<file path="src/rtl/fetch_unit_if.sv">
// Instruction-memory request/acknowledge bus between the fetch stage and imem.
// The master issues req/addr and receives a one-cycle ack with rdata.
interface fetch_unit_if;
  logic        imem_req;
  logic [31:0] imem_addr;
  logic        imem_ack;
  logic [31:0] imem_rdata;

  modport master (output imem_req, imem_addr, input imem_ack, imem_rdata);
  modport slave  (input imem_req, imem_addr, output imem_ack, imem_rdata);
endinterface

</file>
<file path="src/rtl/fetch_unit.sv">
// Instruction-fetch stage: owns the fetch PC, talks req/ack to imem, holds IF/ID,
// and applies the decode-stage next-PC redirect with a one-entry skid buffer.
module fetch_unit #(
  parameter logic [31:0] RESET_PC   = 32'h0000_3000,
  parameter logic [1:0]  NPC_PC4    = 2'd0,
  parameter logic [1:0]  NPC_BRANCH = 2'd1,
  parameter logic [1:0]  NPC_JUMP   = 2'd2,
  parameter logic [1:0]  NPC_JR     = 2'd3
) (
  input  logic                clk,
  input  logic                rst,
  input  logic [1:0]          npcOp,
  input  logic [31:0]         rsValD,
  input  logic                stallD,
  fetch_unit_if.master        imem,
  output logic [31:0]         instrD,
  output logic [31:0]         pcPlus4D,
  output logic                validD
);

  localparam logic [1:0] S_IDLE  = 2'd0;
  localparam logic [1:0] S_FETCH = 2'd1;
  localparam logic [1:0] S_HOLD  = 2'd2;

  logic [1:0]  state_q, state_d;
  logic [31:0] addr_q, addr_d;
  logic        drop_q, drop_d;
  logic [31:0] tgt_q, tgt_d;
  logic [31:0] buf_instr_q, buf_instr_d;
  logic [31:0] buf_pc4_q, buf_pc4_d;
  logic [31:0] instr_q, instr_d;
  logic [31:0] pc4_q, pc4_d;
  logic        valid_q, valid_d;

  logic        redir;
  logic        accept;
  logic        ack_f;
  logic [31:0] target;

  assign imem.imem_req  = (state_q == S_FETCH);
  assign imem.imem_addr = addr_q;
  assign instrD         = instr_q;
  assign pcPlus4D       = pc4_q;
  assign validD         = valid_q;

  always_comb begin
    redir  = valid_q & ~stallD & (npcOp != NPC_PC4);
    accept = ~valid_q | ~stallD;
    ack_f  = (state_q == S_FETCH) & imem.imem_ack;

    case (npcOp)
      NPC_BRANCH: target = pc4_q + {{14{instr_q[15]}}, instr_q[15:0], 2'b00};
      NPC_JUMP:   target = {pc4_q[31:28], instr_q[25:0], 2'b00};
      NPC_JR:     target = rsValD & 32'hFFFF_FFFC;
      default:    target = pc4_q;
    endcase

    state_d     = state_q;
    addr_d      = addr_q;
    drop_d      = drop_q;
    tgt_d       = tgt_q;
    buf_instr_d = buf_instr_q;
    buf_pc4_d   = buf_pc4_q;
    instr_d     = instr_q;
    pc4_d       = pc4_q;
    valid_d     = valid_q;

    // IF/ID load: redirect bubble beats skid buffer beats fresh word
    if (accept) begin
      if (redir) begin
        valid_d = 1'b0;
      end else if (state_q == S_HOLD) begin
        instr_d = buf_instr_q;
        pc4_d   = buf_pc4_q;
        valid_d = 1'b1;
      end else if (ack_f && !drop_q) begin
        instr_d = imem.imem_rdata;
        pc4_d   = addr_q + 32'd4;
        valid_d = 1'b1;
      end else begin
        valid_d = 1'b0;
      end
    end

    case (state_q)
      S_IDLE: state_d = S_FETCH;
      S_FETCH: begin
        if (ack_f) begin
          if (drop_q || redir) begin
            drop_d = 1'b0;
            addr_d = redir ? target : tgt_q;
          end else if (accept) begin
            addr_d = addr_q + 32'd4;
          end else begin
            buf_instr_d = imem.imem_rdata;
            buf_pc4_d   = addr_q + 32'd4;
            addr_d      = addr_q + 32'd4;
            state_d     = S_HOLD;
          end
        end else if (redir) begin
          // request already in flight: remember where to go once it returns
          drop_d = 1'b1;
          tgt_d  = target;
        end
      end
      S_HOLD: begin
        if (redir) begin
          addr_d  = target;
          state_d = S_FETCH;
        end else if (accept) begin
          state_d = S_FETCH;
        end
      end
      default: state_d = S_IDLE;
    endcase
  end

  always_ff @(posedge clk or negedge rst) begin
    if (!rst) begin
      state_q     <= S_IDLE;
      addr_q      <= RESET_PC;
      drop_q      <= 1'b0;
      tgt_q       <= 32'd0;
      buf_instr_q <= 32'd0;
      buf_pc4_q   <= 32'd0;
      instr_q     <= 32'd0;
      pc4_q       <= 32'd0;
      valid_q     <= 1'b0;
    end else begin
      state_q     <= state_d;
      addr_q      <= addr_d;
      drop_q      <= drop_d;
      tgt_q       <= tgt_d;
      buf_instr_q <= buf_instr_d;
      buf_pc4_q   <= buf_pc4_d;
      instr_q     <= instr_d;
      pc4_q       <= pc4_d;
      valid_q     <= valid_d;
    end
  end

endmodule

</file>
<file path="src/flat_wrapper.sv">
// flat-port wrapper written by rule: the top's interface ports become plain ports
module fetch_unit_flat 
#(
  parameter logic [31:0] RESET_PC   = 32'h0000_3000,
  parameter logic [1:0]  NPC_PC4    = 2'd0,
  parameter logic [1:0]  NPC_BRANCH = 2'd1,
  parameter logic [1:0]  NPC_JUMP   = 2'd2,
  parameter logic [1:0]  NPC_JR     = 2'd3
)
  (clk, rst, npcOp, rsValD, stallD, instrD, pcPlus4D, validD, imem_imem_req, imem_imem_addr, imem_imem_ack, imem_imem_rdata);
  fetch_unit_if imem_i ();
  input  logic clk;
  input  logic rst;
  input  logic [1:0] npcOp;
  input  logic [31:0] rsValD;
  input  logic stallD;
  output logic [31:0] instrD;
  output logic [31:0] pcPlus4D;
  output logic validD;
  output wire logic [$bits(imem_i.imem_req)-1:0] imem_imem_req;
  output wire logic [$bits(imem_i.imem_addr)-1:0] imem_imem_addr;
  input wire logic [$bits(imem_i.imem_ack)-1:0] imem_imem_ack;
  input wire logic [$bits(imem_i.imem_rdata)-1:0] imem_imem_rdata;
  assign imem_imem_req = imem_i.imem_req;
  assign imem_imem_addr = imem_i.imem_addr;
  assign imem_i.imem_ack = imem_imem_ack;
  assign imem_i.imem_rdata = imem_imem_rdata;
  fetch_unit #(.RESET_PC(RESET_PC), .NPC_PC4(NPC_PC4), .NPC_BRANCH(NPC_BRANCH), .NPC_JUMP(NPC_JUMP), .NPC_JR(NPC_JR)) u_core (.clk(clk), .rst(rst), .npcOp(npcOp), .rsValD(rsValD), .stallD(stallD), .imem(imem_i), .instrD(instrD), .pcPlus4D(pcPlus4D), .validD(validD));
endmodule
</file>
<file path="config.mk">
export PLATFORM = sky130hd
export DESIGN_NAME = fetch_unit_flat
export DESIGN_NICKNAME = d
export VERILOG_FILES = /design/src/rtl/fetch_unit_if.sv /design/src/rtl/fetch_unit.sv /design/src/flat_wrapper.sv
export SDC_FILE = /design/constraint.sdc
export NUM_CORES = 1
export LEC_CHECK = 0
export ABC_AREA = 0
export CAP_MARGIN = 40
export CORE_ASPECT_RATIO = 1.2
export CORE_UTILIZATION = 55
export DETAILED_ROUTE_END_ITERATION = 10
export GPL_ROUTABILITY_DRIVEN = 0
export GPL_TIMING_DRIVEN = 0
export PLACE_DENSITY_LB_ADDON = 0.2
export REMOVE_ABC_BUFFERS = 1
export SLEW_MARGIN = 20
export SYNTH_ARGS = -nofsm -noshare
export SYNTH_HDL_FRONTEND = slang
export SYNTH_SLANG_ARGS = --single-unit
</file>
<file path="constraint.sdc">
create_clock -name clk -period 3.9 [get_ports clk]
set_clock_uncertainty 0.05 [all_clocks]
set_input_delay 0.78 -clock clk [delete_from_list [all_inputs] [get_ports clk]]
set_output_delay 0.78 -clock clk [all_outputs]
set_load 0.01 [all_outputs]
</file>
After elaboration in Yosys (flattened, before gate mapping). Index checks and enable logic that the tools add are counted.

Add/subtract/negate cells: 2. Multipliers: 0. Divide/modulo/power cells: 0. Order comparisons: 0. Eq/ne operators: 11. Shifts and indexed selects: 0. Multiplexer cells: 22. Bitwise gates (word level): 10. Reduce and logical (&&, ||, !) cells: 14.

Operators by type and width (count): $mux W32 (8); $pmux W32 S3 (1); $pmux W32 S2 (1); $add A32 B3 Y32 const B (1); $add A32 B32 Y32 (1); $mux W2 (5); $reduce_and A3 Y1 (3); $reduce_and A4 Y1 (2); $reduce_bool A2 Y1 (4); $eq A2 B2 Y1 const B (3); $mux W1 (6); $ne A2 B2 Y1 const B (3); $not A1 Y1 (6); $pmux W2 S3 (1); $eq A2 B1 Y1 const B (2); $ne A2 B1 Y1 const B (2); $and A1 B1 Y1 (3); $ne A3 B1 Y1 const B (1); $logic_not A2 Y1 (1); $reduce_and A2 Y1 (1); $logic_and A1 B1 Y1 (1); $logic_not A1 Y1 (1); $logic_or A1 B1 Y1 (1); $or A1 B1 Y1 (1).

Bits in registers: 196. Bits in latches: 0. Memory bits (writable): 0. ROM bits: 0. Input bits: 70. Output and inout bits: 98. Memories: 0.

Logic depth before layout (Yosys ltp).
Depth in word-level cells: 7. Gate-level depth with buffers: 12. Gate-level depth less buffers: 12.

Worst setup path before layout. No wires, ideal clock.

Path type: flip-flop to flip-flop. Start: register u_core.instr_q[15] (netlist: u_core.instrD[15]). End: register u_core.tgt_q[27]. Setup time: 0.125 ns. Arrival time: 3.015 ns. Data required time: 3.725 ns. Setup slack: 0.710 ns. Cell stages (with the launch flop): 11. Cells stage by stage: dfrtp_1 > ha_1 > and3_1 > and4_4 > a32o_1 > a21oi_2 > a31oi_4 > a221oi_2 > xnor2_1 > mux4_2 > mux2_4.

Cells in the longest elaborated chain, start to end: 3.

Ends and longest elaborated chain: from (decl) (line fetch_unit.sv:31) `logic [31:0] instr_q, instr_d;`; from (signal assigned) (line fetch_unit.sv:136) `instr_q <= instr_d;`; $add A32 B32 Y32 (line fetch_unit.sv:52) `NPC_BRANCH: target = pc4_q + {{14{instr_q[15]}}, instr_q[15:0], 2'b00};`; $pmux W32 S3 (line fetch_unit.sv:51) `case (npcOp)`; $mux W32; to (signal assigned) (line fetch_unit.sv:133) `tgt_q <= tgt_d;`; to (decl) (line fetch_unit.sv:28) `logic [31:0] tgt_q, tgt_d;`.

No other way between the ends. A chain may end at the register's enable or synchronous reset.

Worst setup path after layout.
Start: input port imem_imem_ack. End: register u_core.addr_q[19] (netlist: u_core.imem.imem_addr[19]).

Cells in the longest elaborated chain, start to end: 3.

Ends and longest elaborated chain: from (decl) (line flat_wrapper.sv:22) `input wire logic [$bits(imem_i.imem_ack)-1:0] imem_imem_ack;`; $and A1 B1 Y1 (line fetch_unit.sv:49) `ack_f = (state_q == S_FETCH) & imem.imem_ack;`; $ne A2 B1 Y1 (no source line); $reduce_and A3 Y1 (no source line); to (signal assigned) (line fetch_unit.sv:131) `addr_q <= addr_d;`; to (decl) (line fetch_unit.sv:26) `logic [31:0] addr_q, addr_d;`.

No other way between the ends.

==> results by stage <==
CTS:
- The maximum level of the CTS H-tree is 4.
- The buffer depth of the longest clock path is 2.
- For the worst-skew pair, the clock arrives at the later sink with an insertion delay of 0.45 ns.
- The number of buffers added to fix hold violations after cts is 0.
- The clock sink count is 196.
- The total of cells resized after clock tree synthesis is 0.
- The cell at the root of the clock tree is sky130_fd_sc_hd__clkbuf_16.
- In this run the post-CTS setup repair buffer count came out at 0.
- The CTS tree is done.
- After clock tree synthesis, the clock-pin slew on the worst setup and hold paths is 0.07 ns.
- Clock tree synthesis inserted a total of 17 buffers.

Timing:
- For the final routed database, the setup TNS stands at 0 ns.
- Setup repair after global routing left no endpoint under its margin.
- The slack of the critical path is 0.149 ns.
- The post-route fraction of the period consumed by the critical path is 96.2%.
- Setup violations remaining at the end of the flow were counted as 0.
- Measured against its own limit, the worst slew margin works out to 42.9%.
- The hold violation total from the final report came to 0.
- At the pin with the least slew margin, the transition time is 0.857 ns.
- Based on the critical path, the design can be clocked at up to 267 MHz.
- The number of pins exceeding their max-slew limit in the final report was 0.
- The minimum clock period after layout is 3.75 ns.

Hold path:
- The kind of path behind the tightest hold check is in2async.

Logic synthesis:
- The number of library cell types mapped by synthesis is 66.
- The post-synthesis async set-or-reset flop share is 100%.
- By count the netlist is led by sky130_fd_sc_hd__nand2_1, sky130_fd_sc_hd__dfrtp_1, sky130_fd_sc_hd__o21ai_0.
- During synthesis, Yosys emitted a total of 0 warnings.
- The cell type with the highest aggregate area in the netlist is sky130_fd_sc_hd__dfrtp_1.
- Yosys attributes the largest share of cell area to sky130_fd_sc_hd__dfrtp_1, sky130_fd_sc_hd__nand2_1, sky130_fd_sc_hd__o21ai_0.
- The flop and latch count out of synthesis is 196.
- Synthesis produced 1336 cells.
- The mean instance size in the synthesized netlist is 8.53 µm².
- The portion of the post-synthesis area used by sequential elements is 43.1%.
- The area share of the leading cell type in the synthesized netlist is 42.6%.
- The area of the mapped netlist is 0.0114 mm².
- The dominant synthesized flop cell is sky130_fd_sc_hd__dfrtp_1.
- The count of flip-flops with a built-in enable after synthesis is 0.
- Among all cell types in the netlist, the one instantiated most often is sky130_fd_sc_hd__nand2_1.

Setup path:
- For the worst setup path, the data required time is 4.19 ns.
- The largest fanout on the critical path is 22.
- The kind of critical path is in2reg.
- On the critical path the largest part of the delay comes from simple AND/OR/NAND/NOR gates.
- The critical path goes through clkdlybuf4s50_1 > nand2b_1 > nand2_1 > a21oi_4 > nand2_1 > o221a_2.
- The most numerous cell type found on the critical path is sky130_fd_sc_hd__nand2_1.
- The worst register-to-register path ends at u_core.tgt_q[27].
- Together, buffers and inverters on the worst path number 1.
- The data arrival at the endpoint of the critical path is 4.04 ns.
- The number of cells on the worst reg-to-reg path is 10.
- The kind of end point of the critical path is a register.
- The slack of the worst reg-to-reg path is 0.18 ns.
- The largest individual stage delay along the critical path comes from the cell sky130_fd_sc_hd__a21oi_4.
- The startpoint of the worst-slack reg-to-reg timing path is u_core.instrD[15].
- The element type at the critical path start is an input port.
- The critical path launch point is imem_imem_ack.
- The delay of the slowest cell on the worst path is 0.76 ns.

Routing:
- The count of routing violations after the opening detailed-route iteration is 1136.
- The detailed-route DRC error count is 0.
- After detailed routing, the number of vias per cell comes to 6.12.
- After detailed routing, the total wire length is 34.5 mm.
- The final antenna-violating net count is 0.
- Dividing the detail-routed wire length by the instance count gives 19.8 µm.
- Detailed routing inserted a total of 10636 vias.
- The number of search-and-repair iterations in the first detailed-routing pass is 5.

Layout:
- 0 antenna diodes ended up in the layout.
- The cell area after layout is 0.0141 mm².
- Relative to the synthesized area, the layout overhead comes to 23.8%.
- The share of the core filled with cells in the final layout is 69.7%.
- The share of layout cells above drive strength 1 is 6.65%.
- For this run, the post-layout net count is 1565.

Die:
- The top-level I/O count is 168.
- The die covers 0.0213 mm².
- Once the floorplan was initialized, standard cells occupied 56.3% of the core.
- From left edge to right edge, the die measures 133 µm.
- After floorplanning, the core was sized to cover 0.0203 mm².
- Measured along the y axis, the die boundary spans 160 µm.
- The number of standard-cell rows in the floorplan is 57.

Global route:
- The number of antenna violations at the first check in global routing came to 0.
- The total overflow left after global routing is 0.
- The number of global-route vias before repair is 10402.
- Across every metal layer, demand over resource in global routing totals 33.6%.
- The wire length of the first global-routing pass is 55.1 mm.
- The pin count of the biggest net entering global routing is 81.

Placed design:
- OpenSTA, run right after detailed placement, puts the worst setup slack at -0.224 ns.
- Summed over all nets, the half-perimeter wirelength after detailed placement is 24.2 mm.
- After detailed placement, the total cell area comes to 0.0135 mm².
- In this run the tool buffered the top-level ports with 165 buffer cells.

Power and ir drop:
- In this run the static leakage power is 6.29 nW.
- The power per cell area is 863 mW/mm².
- The maximum vdd ir drop is 0.000423 V.

Run:
- The tool flagged a number of max-cap violations equal to 0.

Status:
- The run finished with clean final reports.
[metrics by stage]
| stage | hold WS [ns] | power, mW | instances |
|---|---|---|---|
| 6_report | 0.192 | 12.2 | 1739 |
| 3_3_place_gp | 0.403 | 9.92 | 1684 |
| 2_1_floorplan | 0.391 | 7.68 | 1254 |
| 5_1_grt | 0.205 | 13.0 | 1739 |
| 3_5_place_dp | 0.412 | 10.2 | 1704 |
| 4_1_cts | 0.195 | 12.1 | 1736 |
[area by class of cell]
type	count	area, µm²
Clock buffer	18	429
Clock inverter	14	165
Fill cell	1654	6140
Inverter	19	71.3
Multi-Input combinational cell	1039	6160
Sequential cell	196	4910
Tap cell	265	332
Timing Repair Buffer	188	2040
[worst reg2reg max path: stages, from the launching register on]
cell and delay, ns:
sky130_fd_sc_hd__dfrtp_1 0.87, sky130_fd_sc_hd__ha_1 0.45, sky130_fd_sc_hd__and3_1 0.22, sky130_fd_sc_hd__and4_4 0.19, sky130_fd_sc_hd__a32o_1 0.21, sky130_fd_sc_hd__a21oi_2 0.20, sky130_fd_sc_hd__a31oi_4 0.19, sky130_fd_sc_hd__a221oi_2 0.33
sky130_fd_sc_hd__xnor2_1 0.13, sky130_fd_sc_hd__mux4_2 0.49, sky130_fd_sc_hd__mux2_4 0.27
[kinds of logic (layout without fill, tap and decap cells)]
group	count (synthesis)	after routing	synth area share (%)
multiplexers	75	75	7.47
AO/OA/AOI/OAI	379	379	20.1
XOR/XNOR	48	48	3.69
buffers and inverters	101	239	3.40
adder cells (fa/ha/maj)	34	34	3.80
AND/OR/NAND/NOR	503	503	18.4
flip-flops	196	196	43.1
[placed cells by master (no fill, tap or decap), drive strengths merged, types with 18 or more instances in the layout]
cell type,Yosys,final
xor2,22,22
nor2,92,92
clkbuf,73,18
a21oi,86,86
xnor2,26,26
nand3,23,23
clkdlybuf4s50,0,162
buf,9,26
nand2,320,320
dfrtp,194,194
inv,19,27
o21ai,158,158
ha,33,33
mux2i,61,61
a21o,24,24
[where the power goes]
group / internal [mW] / switching, mW
clock: 0.918 / 0.884
sequential: 2.95 / 0.898
combinational: 2.90 / 3.62
[worst max-delay path by stage]
stage | endpoint | slack [ns] | cells after the start
after floorplan | u_core.instrD[0] | -1.44 | 6
after global placement | u_core.instrD[27] | -6.42 | 1
after detailed placement | u_core.imem.imem_addr[19] | -0.22 | 6
after CTS | u_core.imem.imem_addr[24] | 0.21 | 8
after global routing | u_core.imem.imem_addr[22] | 0.05 | 7
final | u_core.imem.imem_addr[19] | 0.15 | 6
[metal layers]
layer	vias up	global-route usage (%)	wire (µm)	part of all wire (%)
li1	4934	-	-	-
met3	96	6.54	2480	7.2
met2	461	55.7	16900	49
met4	0	17.7	1510	4.4
met5	-	0	0	0
met1	5145	41.5	13500	39
[flip-flops by register name, indices dropped and copies added (netlist names)]
register and cells:
u_core.validD 1, u_core.state_q 2, u_core.imem.imem_addr 32, u_core.tgt_q 32, u_core.buf_pc4_q 32, u_core.drop_q 1, u_core.buf_instr_q 32, u_core.pcPlus4D 32
u_core.instrD 32
(Power assumes the default switching activity.)
